--- src/rtl/tilemap_scroller_pkg.sv ---
// rtl/tilemap_scroller_pkg.sv - shared constants, FSM encoding and tile entry layout
package tilemap_scroller_pkg;

    localparam int TILE_WIDTH = 16;
    localparam int TILE_COLS  = 40;
    localparam int TILE_ROWS  = 30;

    typedef enum logic [2:0] {
        ST_IDLE    = 3'd0,
        ST_READ    = 3'd1,
        ST_WRITE   = 3'd2,
        ST_GEN_REQ = 3'd3,
        ST_DONE    = 3'd4
    } state_t;

    // Background tile entry layout: tileset column/row, flips, enable.
    localparam int TILE_FIELD_W   = 5;
    localparam int TILE_COL_LSB   = 0;
    localparam int TILE_ROW_LSB   = 5;
    localparam int TILE_XFLIP_BIT = 10;
    localparam int TILE_YFLIP_BIT = 11;
    localparam int TILE_EN_BIT    = 15;

    function automatic logic [TILE_WIDTH-1:0] make_tile(
        input logic [TILE_FIELD_W-1:0] tcol,
        input logic [TILE_FIELD_W-1:0] trow,
        input logic                    xflip,
        input logic                    yflip,
        input logic                    en
    );
        logic [TILE_WIDTH-1:0] t;
        t = '0;
        t[TILE_COL_LSB +: TILE_FIELD_W] = tcol;
        t[TILE_ROW_LSB +: TILE_FIELD_W] = trow;
        t[TILE_XFLIP_BIT]               = xflip;
        t[TILE_YFLIP_BIT]               = yflip;
        t[TILE_EN_BIT]                  = en;
        return t;
    endfunction

endpackage

--- src/rtl/tilemap_scroller_if.sv ---
// rtl/tilemap_scroller_if.sv - tile-map RAM port B and new-tile generator handshake
interface tilemap_scroller_if;
    import tilemap_scroller_pkg::*;

    logic [15:0]           ram_addr;
    logic [TILE_WIDTH-1:0] ram_rdata;
    logic                  ram_we;
    logic [TILE_WIDTH-1:0] ram_wdata;
    logic                  gen_req;
    logic [4:0]            gen_row;
    logic                  gen_ack;
    logic [TILE_WIDTH-1:0] gen_tile;

    modport master (
        output ram_addr, ram_we, ram_wdata, gen_req, gen_row,
        input  ram_rdata, gen_ack, gen_tile
    );

    modport slave (
        input  ram_addr, ram_we, ram_wdata, gen_req, gen_row,
        output ram_rdata, gen_ack, gen_tile
    );

endinterface

--- src/rtl/tilemap_scroller.sv ---
// rtl/tilemap_scroller.sv - fine/coarse horizontal scroller shifting tile-map columns left
module tilemap_scroller #(
    parameter int TILE_COLS        = tilemap_scroller_pkg::TILE_COLS,
    parameter int SCROLL_ROW_FIRST = 7,
    parameter int SCROLL_ROW_LAST  = 29
) (
    input  logic                clk,
    input  logic                rst_n,
    input  logic                frame_tick,
    input  logic                scroll_en,
    input  logic [2:0]          speed,
    tilemap_scroller_if.master  bus,
    output logic [3:0]          x_offset,
    output logic                busy,
    output logic [15:0]         tiles_scrolled,
    output logic                overrun
);
    import tilemap_scroller_pkg::*;

    localparam int               COL_W          = 8;
    localparam logic [15:0]      COLS16         = 16'(TILE_COLS);
    localparam logic [15:0]      FIRST_BASE     = 16'(SCROLL_ROW_FIRST * TILE_COLS);
    localparam logic [COL_W-1:0] COL_LAST_SHIFT = COL_W'(TILE_COLS - 2);
    localparam logic [4:0]       ROW_FIRST      = 5'(SCROLL_ROW_FIRST);
    localparam logic [4:0]       ROW_LAST       = 5'(SCROLL_ROW_LAST);

    state_t           state;
    logic [4:0]       row;
    logic [COL_W-1:0] col;
    logic [15:0]      row_base;   // row*TILE_COLS kept incrementally, no multiplier
    logic [3:0]       acc_rem;    // fine offset left over once the shift completes
    logic [4:0]       acc;

    assign acc = {1'b0, x_offset} + {2'b00, speed};

    // Scroll control FSM: fine offset update, column shift sequencing, counters
    always_ff @(posedge clk or negedge rst_n) begin
        if (!rst_n) begin
            state          <= ST_IDLE;
            row            <= '0;
            col            <= '0;
            row_base       <= '0;
            acc_rem        <= '0;
            x_offset       <= '0;
            busy           <= 1'b0;
            tiles_scrolled <= '0;
            overrun        <= 1'b0;
        end else begin
            overrun <= frame_tick && busy;
            case (state)
                ST_IDLE: begin
                    if (frame_tick && scroll_en && speed != 3'd0) begin
                        if (acc[4]) begin
                            // Offset stays put until the map has actually moved one tile.
                            busy     <= 1'b1;
                            acc_rem  <= acc[3:0];
                            row      <= ROW_FIRST;
                            row_base <= FIRST_BASE;
                            col      <= '0;
                            state    <= ST_READ;
                        end else begin
                            x_offset <= acc[3:0];
                        end
                    end
                end
                ST_READ: state <= ST_WRITE;
                ST_WRITE: begin
                    col   <= col + COL_W'(1);
                    state <= (col == COL_LAST_SHIFT) ? ST_GEN_REQ : ST_READ;
                end
                ST_GEN_REQ: begin
                    if (bus.gen_ack) begin
                        if (row < ROW_LAST) begin
                            row      <= row + 5'd1;
                            row_base <= row_base + COLS16;
                            col      <= '0;
                            state    <= ST_READ;
                        end else begin
                            state <= ST_DONE;
                        end
                    end
                end
                ST_DONE: begin
                    x_offset       <= acc_rem;
                    tiles_scrolled <= tiles_scrolled + 16'd1;
                    busy           <= 1'b0;
                    state          <= ST_IDLE;
                end
                default: state <= ST_IDLE;
            endcase
        end
    end

    // RAM port decode from the current state; generator tile is written in its ack cycle
    always_comb begin
        bus.ram_addr  = '0;
        bus.ram_we    = 1'b0;
        bus.ram_wdata = '0;
        case (state)
            ST_READ: bus.ram_addr = row_base + {8'd0, col} + 16'd1;
            ST_WRITE: begin
                bus.ram_addr  = row_base + {8'd0, col};
                bus.ram_we    = 1'b1;
                bus.ram_wdata = bus.ram_rdata;
            end
            ST_GEN_REQ: begin
                bus.ram_addr = row_base + COLS16 - 16'd1;
                if (bus.gen_ack) begin
                    bus.ram_we    = 1'b1;
                    bus.ram_wdata = bus.gen_tile;
                end
            end
            default: ;
        endcase
    end

    assign bus.gen_req = (state == ST_GEN_REQ);
    assign bus.gen_row = row;

endmodule

--- src/flat_wrapper.sv ---
// flat-port wrapper written by rule: the top's interface ports become plain ports
module tilemap_scroller_flat import tilemap_scroller_pkg::*;
#(
    parameter int TILE_COLS        = tilemap_scroller_pkg::TILE_COLS,
    parameter int SCROLL_ROW_FIRST = 7,
    parameter int SCROLL_ROW_LAST  = 29
)
  (clk, rst_n, frame_tick, scroll_en, speed, x_offset, busy, tiles_scrolled, overrun, bus_ram_addr, bus_ram_we, bus_ram_wdata, bus_gen_req, bus_gen_row, bus_ram_rdata, bus_gen_ack, bus_gen_tile);
  tilemap_scroller_if bus_i ();
  input  logic clk;
  input  logic rst_n;
  input  logic frame_tick;
  input  logic scroll_en;
  input  logic [2:0] speed;
  output logic [3:0] x_offset;
  output logic busy;
  output logic [15:0] tiles_scrolled;
  output logic overrun;
  output wire logic [$bits(bus_i.ram_addr)-1:0] bus_ram_addr;
  output wire logic [$bits(bus_i.ram_we)-1:0] bus_ram_we;
  output wire logic [$bits(bus_i.ram_wdata)-1:0] bus_ram_wdata;
  output wire logic [$bits(bus_i.gen_req)-1:0] bus_gen_req;
  output wire logic [$bits(bus_i.gen_row)-1:0] bus_gen_row;
  input wire logic [$bits(bus_i.ram_rdata)-1:0] bus_ram_rdata;
  input wire logic [$bits(bus_i.gen_ack)-1:0] bus_gen_ack;
  input wire logic [$bits(bus_i.gen_tile)-1:0] bus_gen_tile;
  assign bus_ram_addr = bus_i.ram_addr;
  assign bus_ram_we = bus_i.ram_we;
  assign bus_ram_wdata = bus_i.ram_wdata;
  assign bus_gen_req = bus_i.gen_req;
  assign bus_gen_row = bus_i.gen_row;
  assign bus_i.ram_rdata = bus_ram_rdata;
  assign bus_i.gen_ack = bus_gen_ack;
  assign bus_i.gen_tile = bus_gen_tile;
  tilemap_scroller #(.TILE_COLS(TILE_COLS), .SCROLL_ROW_FIRST(SCROLL_ROW_FIRST), .SCROLL_ROW_LAST(SCROLL_ROW_LAST)) u_core (.clk(clk), .rst_n(rst_n), .frame_tick(frame_tick), .scroll_en(scroll_en), .speed(speed), .bus(bus_i), .x_offset(x_offset), .busy(busy), .tiles_scrolled(tiles_scrolled), .overrun(overrun));
endmodule
--- config.mk ---
export PLATFORM = sky130hd
export DESIGN_NAME = tilemap_scroller_flat
export DESIGN_NICKNAME = d
export VERILOG_FILES = /design/src/rtl/tilemap_scroller_pkg.sv /design/src/rtl/tilemap_scroller_if.sv /design/src/rtl/tilemap_scroller.sv /design/src/flat_wrapper.sv
export SDC_FILE = /design/constraint.sdc
export NUM_CORES = 1
export LEC_CHECK = 0
export ABC_AREA = 1
export BUFFER_PORTS_ARGS = -buffer_cell sky130_fd_sc_hd__buf_2
export CAP_MARGIN = 20
export CORE_MARGIN = 8
export CORE_UTILIZATION = 29
export DETAILED_ROUTE_END_ITERATION = 10
export SLEW_MARGIN = 20
export SYNTH_ARGS = -nofsm -noshare
export SYNTH_HDL_FRONTEND = slang
export SYNTH_SLANG_ARGS = --single-unit
--- constraint.sdc ---
create_clock -name clk -period 4.05 [get_ports clk]
set_input_delay 0.405 -clock clk [delete_from_list [all_inputs] [get_ports clk]]
set_output_delay 0.405 -clock clk [all_outputs]
set_load 0.005 [all_outputs]
---- After elaboration in Yosys (flattened, before gate mapping) ----
Index checks and enable logic that the tools add are counted.
word-level totals
  register bits ........................... 58
  input bits .............................. 40
  output and inout bits ................... 61
  word-level logic and storage cells ...... 74
operators by class
  $add $sub $neg .......................... 8
  order comparisons ....................... 1
  equality and inequality tests ........... 10
  muxes and demuxes ....................... 32
  reduce and logical (&&, ||, !) cells .... 14
operators with widths
  operator                                            number
  2-to-1 mux 16 bit                                   5
  case mux 16 bit (2 select lines)                    2
  case mux 16 bit (3 select lines)                    1
  adder 16 x 1 -> 16 bit, second input constant       2
  2-to-1 mux 8 bit                                    4
  case mux 8 bit (3 select lines)                     1
  2-to-1 mux 5 bit                                    4
  adder 16 x 6 -> 16 bit, second input constant       1
  adder 16 x 8 -> 16 bit                              1
  subtractor 16 x 1 -> 16 bit, second input constant  1
  2-to-1 mux 3 bit                                    4
  case mux 3 bit (4 select lines)                     1
  AND reduction 3 bit                                 4
  case mux 5 bit (2 select lines)                     1
  AND reduction 5 bit                                 2
  adder 8 x 1 -> 8 bit, second input constant         1
  == test 8 x 6 -> 1 bit, second input constant       1
  2-to-1 mux 4 bit                                    2
  != test 2 x 1 -> 1 bit, second input constant       4
  case mux 4 bit (2 select lines)                     1
  == test 3 x 2 -> 1 bit, second input constant       2
  nonzero test 3 bit                                  2
  adder 4 x 3 -> 5 bit                                1
  adder 5 x 1 -> 5 bit, second input constant         1
  other kinds (10)                                    16

---- Longest topological paths before layout ----
  word-level depth ........................ 4
  gate-level depth with buffers ........... 14
  depth with buffers taken out ............ 14

---- Worst setup path after synthesis ----
OpenSTA, ideal clock, no wires.
  path type ............................... register to output
  from .................................... reg u_core.row_base[4]
  to ...................................... out bus_ram_addr[13]
  arrival ................................. 1859 ps
  required time ........................... 3645 ps
  path slack .............................. 1786 ps
  stages on the path, launching flop included .. 13
  buffers on the path ..................... 0
  cell sequence ........................... dfrtp_1 ha_1 nand2_1 inv_1 nor2_1 nand2_1 nor2_1 nand2_1 nor2_2 nand4_1 o21ai_1 nand2_1 nand2_1
between the ends
  longest elaborated chain between the ends .. 3
  elaborated cells on any way between the ends .. 5
  classes of those cells .................. 4 x add/sub; 1 x mux
RTL lines
  element                                                                line                                                                       text
  start, declared                                                        tilemap_scroller.sv:30                                                     logic [15:0] row_base;
  start signal, assigned                                                 tilemap_scroller.sv:75                                                     row_base <= row_base + COLS16;
  adder 16 x 6 -> 16 bit or adder 16 x 8 -> 16 bit (tied branches)       tilemap_scroller.sv:107, tilemap_scroller.sv:100, tilemap_scroller.sv:102
  subtractor 16 x 1 -> 16 bit or adder 16 x 1 -> 16 bit (tied branches)  tilemap_scroller.sv:107, tilemap_scroller.sv:100
  case mux 16 bit (3 select lines) (*)                                   tilemap_scroller.sv:99                                                     case (state)
  end, declared                                                          flat_wrapper.sv:19                                                         output wire logic [$bits(bus_i.ram_addr)-1:0] bus_ram_addr;
Mark *: on every way between the ends. The rest lies on a longest branch, timed or not.

---- Worst setup path after layout ----
Ends and elaborated chain as after synthesis.

==> reports/results.ini <==
[worst_setup_path]
crit_type = register to primary output
critPathRequiredTime_ns = 3.64
path_common_cell = nand2_1
crit_chain = ha_1, nand2_1, inv_1, nor2_1, nand2_1, nor2_1, nand2_1, nor2_2, nand4_1, nor2_1, nor2_1, nand2_1, nand2_1, buf_2
crit_path_top_delay_cell = dfrtp_1
rr_endpoint = u_core.bus.gen_row[1]$_DFFE_PN0P_
cp-end-kind = primary output
start_kind = register
worstPathArrival_ns = 2.66
slowest_delay_ns = 0.45
worstReg2RegStart = u_core.state[1]$_DFFE_PN0P_
critical_path_buf_inv_count = 2
cp_top_family = simple AND/OR/NAND/NOR gates
worst_r2r_path_depth = 10
startpoint = u_core.row_base[4]$_DFFE_PN0P_
crit_fanout = 5
r2r_slack_ns = 1.42

[timing]
tightest_slew_ns = 0.743
worst_slew_margin_rel_pct = 50.4
rsz0062_at_grt = no
final-hold-violation-count = 0
holdWs_ns = 0.267
min_period_over_period_pct = 75.7
maxSlewViolCount = 0
max_freq_ghz = 0.326
setup_tns_ns = 0
setup_violations = 0
fin_crit_ns = 3.07
skew_ns = 0.00616

[die]
die_w_um = 137
num_io_pins = 101
die_h_um = 137
die_area_um2 = 18900
std_cell_rows = 44
initial_core_util_pct = 29.5
core_um2 = 14500

[finish]
drive_above_1_share_pct = 18.3
regArea_um2 = 1380
layout.nets = 775
multi_input_area_um2 = 2550
fillers = 1584
diodes = 0
syn_to_final_growth_pct = 19.8

[cts]
numClockSinks = 55
cts_setup_buffers = 0
cts_resized = 0
cts_htree_levels = 2
clkTransAtPathRegs_ns = 0.07
clk_path_buf_depth = 2
cts_tree = yes
cts_made_buffers = 5
cts-root-buf = clkbuf_16
postCtsHoldBufs = 0
clk_latency_ns = 0.29

[synth]
yosysSeqAreaShare_pct = 32.2
synth_cells = 623
synth_top_flop_cell = dfrtp_1
synth_area_leaders = dfrtp_1 32%, nand2_1 15%, nand3_1 7.1%
synth-warning-count = 0
avgSynthCellArea_um2 = 6.86
synthDominantCellAreaShare_pct = 32.2
synthTopCellsByCount = 170 x nand2_1, 71 x inv_1, 71 x nor2_1, 61 x nand3_1, 55 x dfrtp_1
synth_edf_count = 0
synth_area_leader_cell = dfrtp_1
ys_types = 43
postSynth.asyncResetShare_pct = 100
synth_compound_area_share_pct = 15.1
synth_top_family_by_area = simple AND/OR/NAND/NOR gates
synth.most_common_cell = nand2_1
synthSimpleGateAreaFrac_pct = 34.9
synth_mux_area_share_pct = 0
synth_xor_area_share_pct = 4.71
synthAdderAreaFrac_pct = 4.86
syn_area_um2 = 4270
ys_ff_latch = 55
syn_nets = 679

[route]
drt_iter0_drc = 325
wire_per_inst_um = 14.0
first_pass_iters = 5
totalWireLength_mm = 12.6
dr_total_vias = 4431
viasPerCell = 4.90
route.detailed.drc = 0
antenna_left = 0

[grt]
antenna_found_initial = 0
grt_max_degree = 56
grtUsageTotal_pct = 13.8
grt_pass1_wl_mm = 21.2
grt_pass1_vias = 4273
overflow = 0

[job]
max-cap-violations = 0

[power_and_ir_drop]
peakVddDrop_mv = 0.160
leakagePower_nw = 2.68
p_per_area_nw_per_um2 = 473

[outcome]
outcome = complete, no violations

[placement]
portBuffers = 100
gp_congestion = 0.921
place_hpwl_mm = 9.93

[min_path]
hold_path_class = input port to async pin

metal layers:
| metal | global-route usage [%] | up-vias | share of wire (%) |
|---|---|---|---|
| met4 | 2.66 | 0 | 0.67 |
| met1 | 19.1 | 2019 | 48 |
| met5 | 0 | - | 0 |
| li1 | - | 2264 | - |
| met2 | 21.8 | 144 | 44 |
| met3 | 2.52 | 4 | 7.1 |
power breakdown:
part,internal [W],total (W),switching (W)
combinational,0.000445,0.00120,0.000754
sequential,0.000650,0.000777,0.000127
clock,0.000248,0.000445,0.000197
layout by cell type (no fill, tap or decap), types with 3 or more instances in the layout:
| cell type | netlist | final |
|---|---|---|
| buf_4 | 0 | 3 |
| ha_1 | 15 | 15 |
| dfrtp_1 | 55 | 55 |
| o221ai_1 | 4 | 4 |
| o22ai_1 | 6 | 6 |
| nand2_1 | 170 | 170 |
| buf_2 | 5 | 100 |
| o21ai_0 | 31 | 31 |
| xnor2_1 | 7 | 7 |
| nor3_1 | 3 | 3 |
| nand2_2 | 3 | 3 |
| a32o_1 | 16 | 16 |
| o21ai_1 | 9 | 9 |
| a21oi_1 | 15 | 15 |
| inv_1 | 71 | 71 |
| nand3_1 | 61 | 61 |
| xor2_1 | 16 | 16 |
| inv_2 | 4 | 4 |
| o211ai_1 | 5 | 5 |
| nand4_1 | 13 | 13 |
| clkbuf_16 | 0 | 5 |
| nor2_2 | 7 | 7 |
| nor2_1 | 71 | 71 |
through the flow:
step	cell area (um2)	cells	setup slack (ns)	power, W	util (%)
finish	5120	904	0.983	0.00242	35.4
detailed placement	4970	896	1.33	0.00200	34.3
floorplan	4270	623	1.79	0.00159	-
global route	5120	904	0.700	0.00267	35.4
CTS	5120	904	1.00	0.00246	35.4
global placement	4970	896	1.37	0.00199	34.3
final cells by class:
type / count / area share (%)
inverters: 77 / 5.70
clock buffers: 7 / 2.79
flip-flops and latches: 55 / 26.9
multi-input cells: 477 / 49.7
repair buffers: 103 / 10.2
clock inverters: 1 / 0.171
well taps: 184 / 4.50
worst reg2reg max path: stages (launching register included):
cell,delay [ns]
dfrtp_1,0.44
inv_2,0.07
nor2_4,0.11
nand2_2,0.21
inv_2,0.52
o21ai_1,0.14
nand2_1,0.13
nand3_4,0.16
nor2_8,0.30
nand2_2,0.21
o22a_1,0.22
cells by family after synthesis:
group / count (synthesis)
compound gates: 98
xor+xnor: 23
fa+ha+maj: 16
buf+inv: 91
flops: 55
simple gates: 340
state kept, by name, indices dropped and copies added (netlist names):
register,count
u_core.tiles_scrolled,16
u_core.row_base,13
u_core.col,8
u_core.bus.gen_row,5
u_core.acc_rem,4
u_core.x_offset,4
u_core.state,3
u_core.busy,1
u_core.overrun,1
worst max path at each step:
stage / end / slack, ns / cells past startpoint
6_report: bus_ram_addr[13] / 0.98 / 14
3_5_place_dp: bus_ram_addr[12] / 1.33 / 14
4_1_cts: bus_ram_addr[14] / 1.00 / 13
3_3_place_gp: bus_ram_addr[14] / 1.37 / 13
2_1_floorplan: bus_ram_addr[13] / 1.79 / 12
5_1_grt: bus_ram_addr[14] / 0.70 / 13
Power figures use the tool's default switching activity.
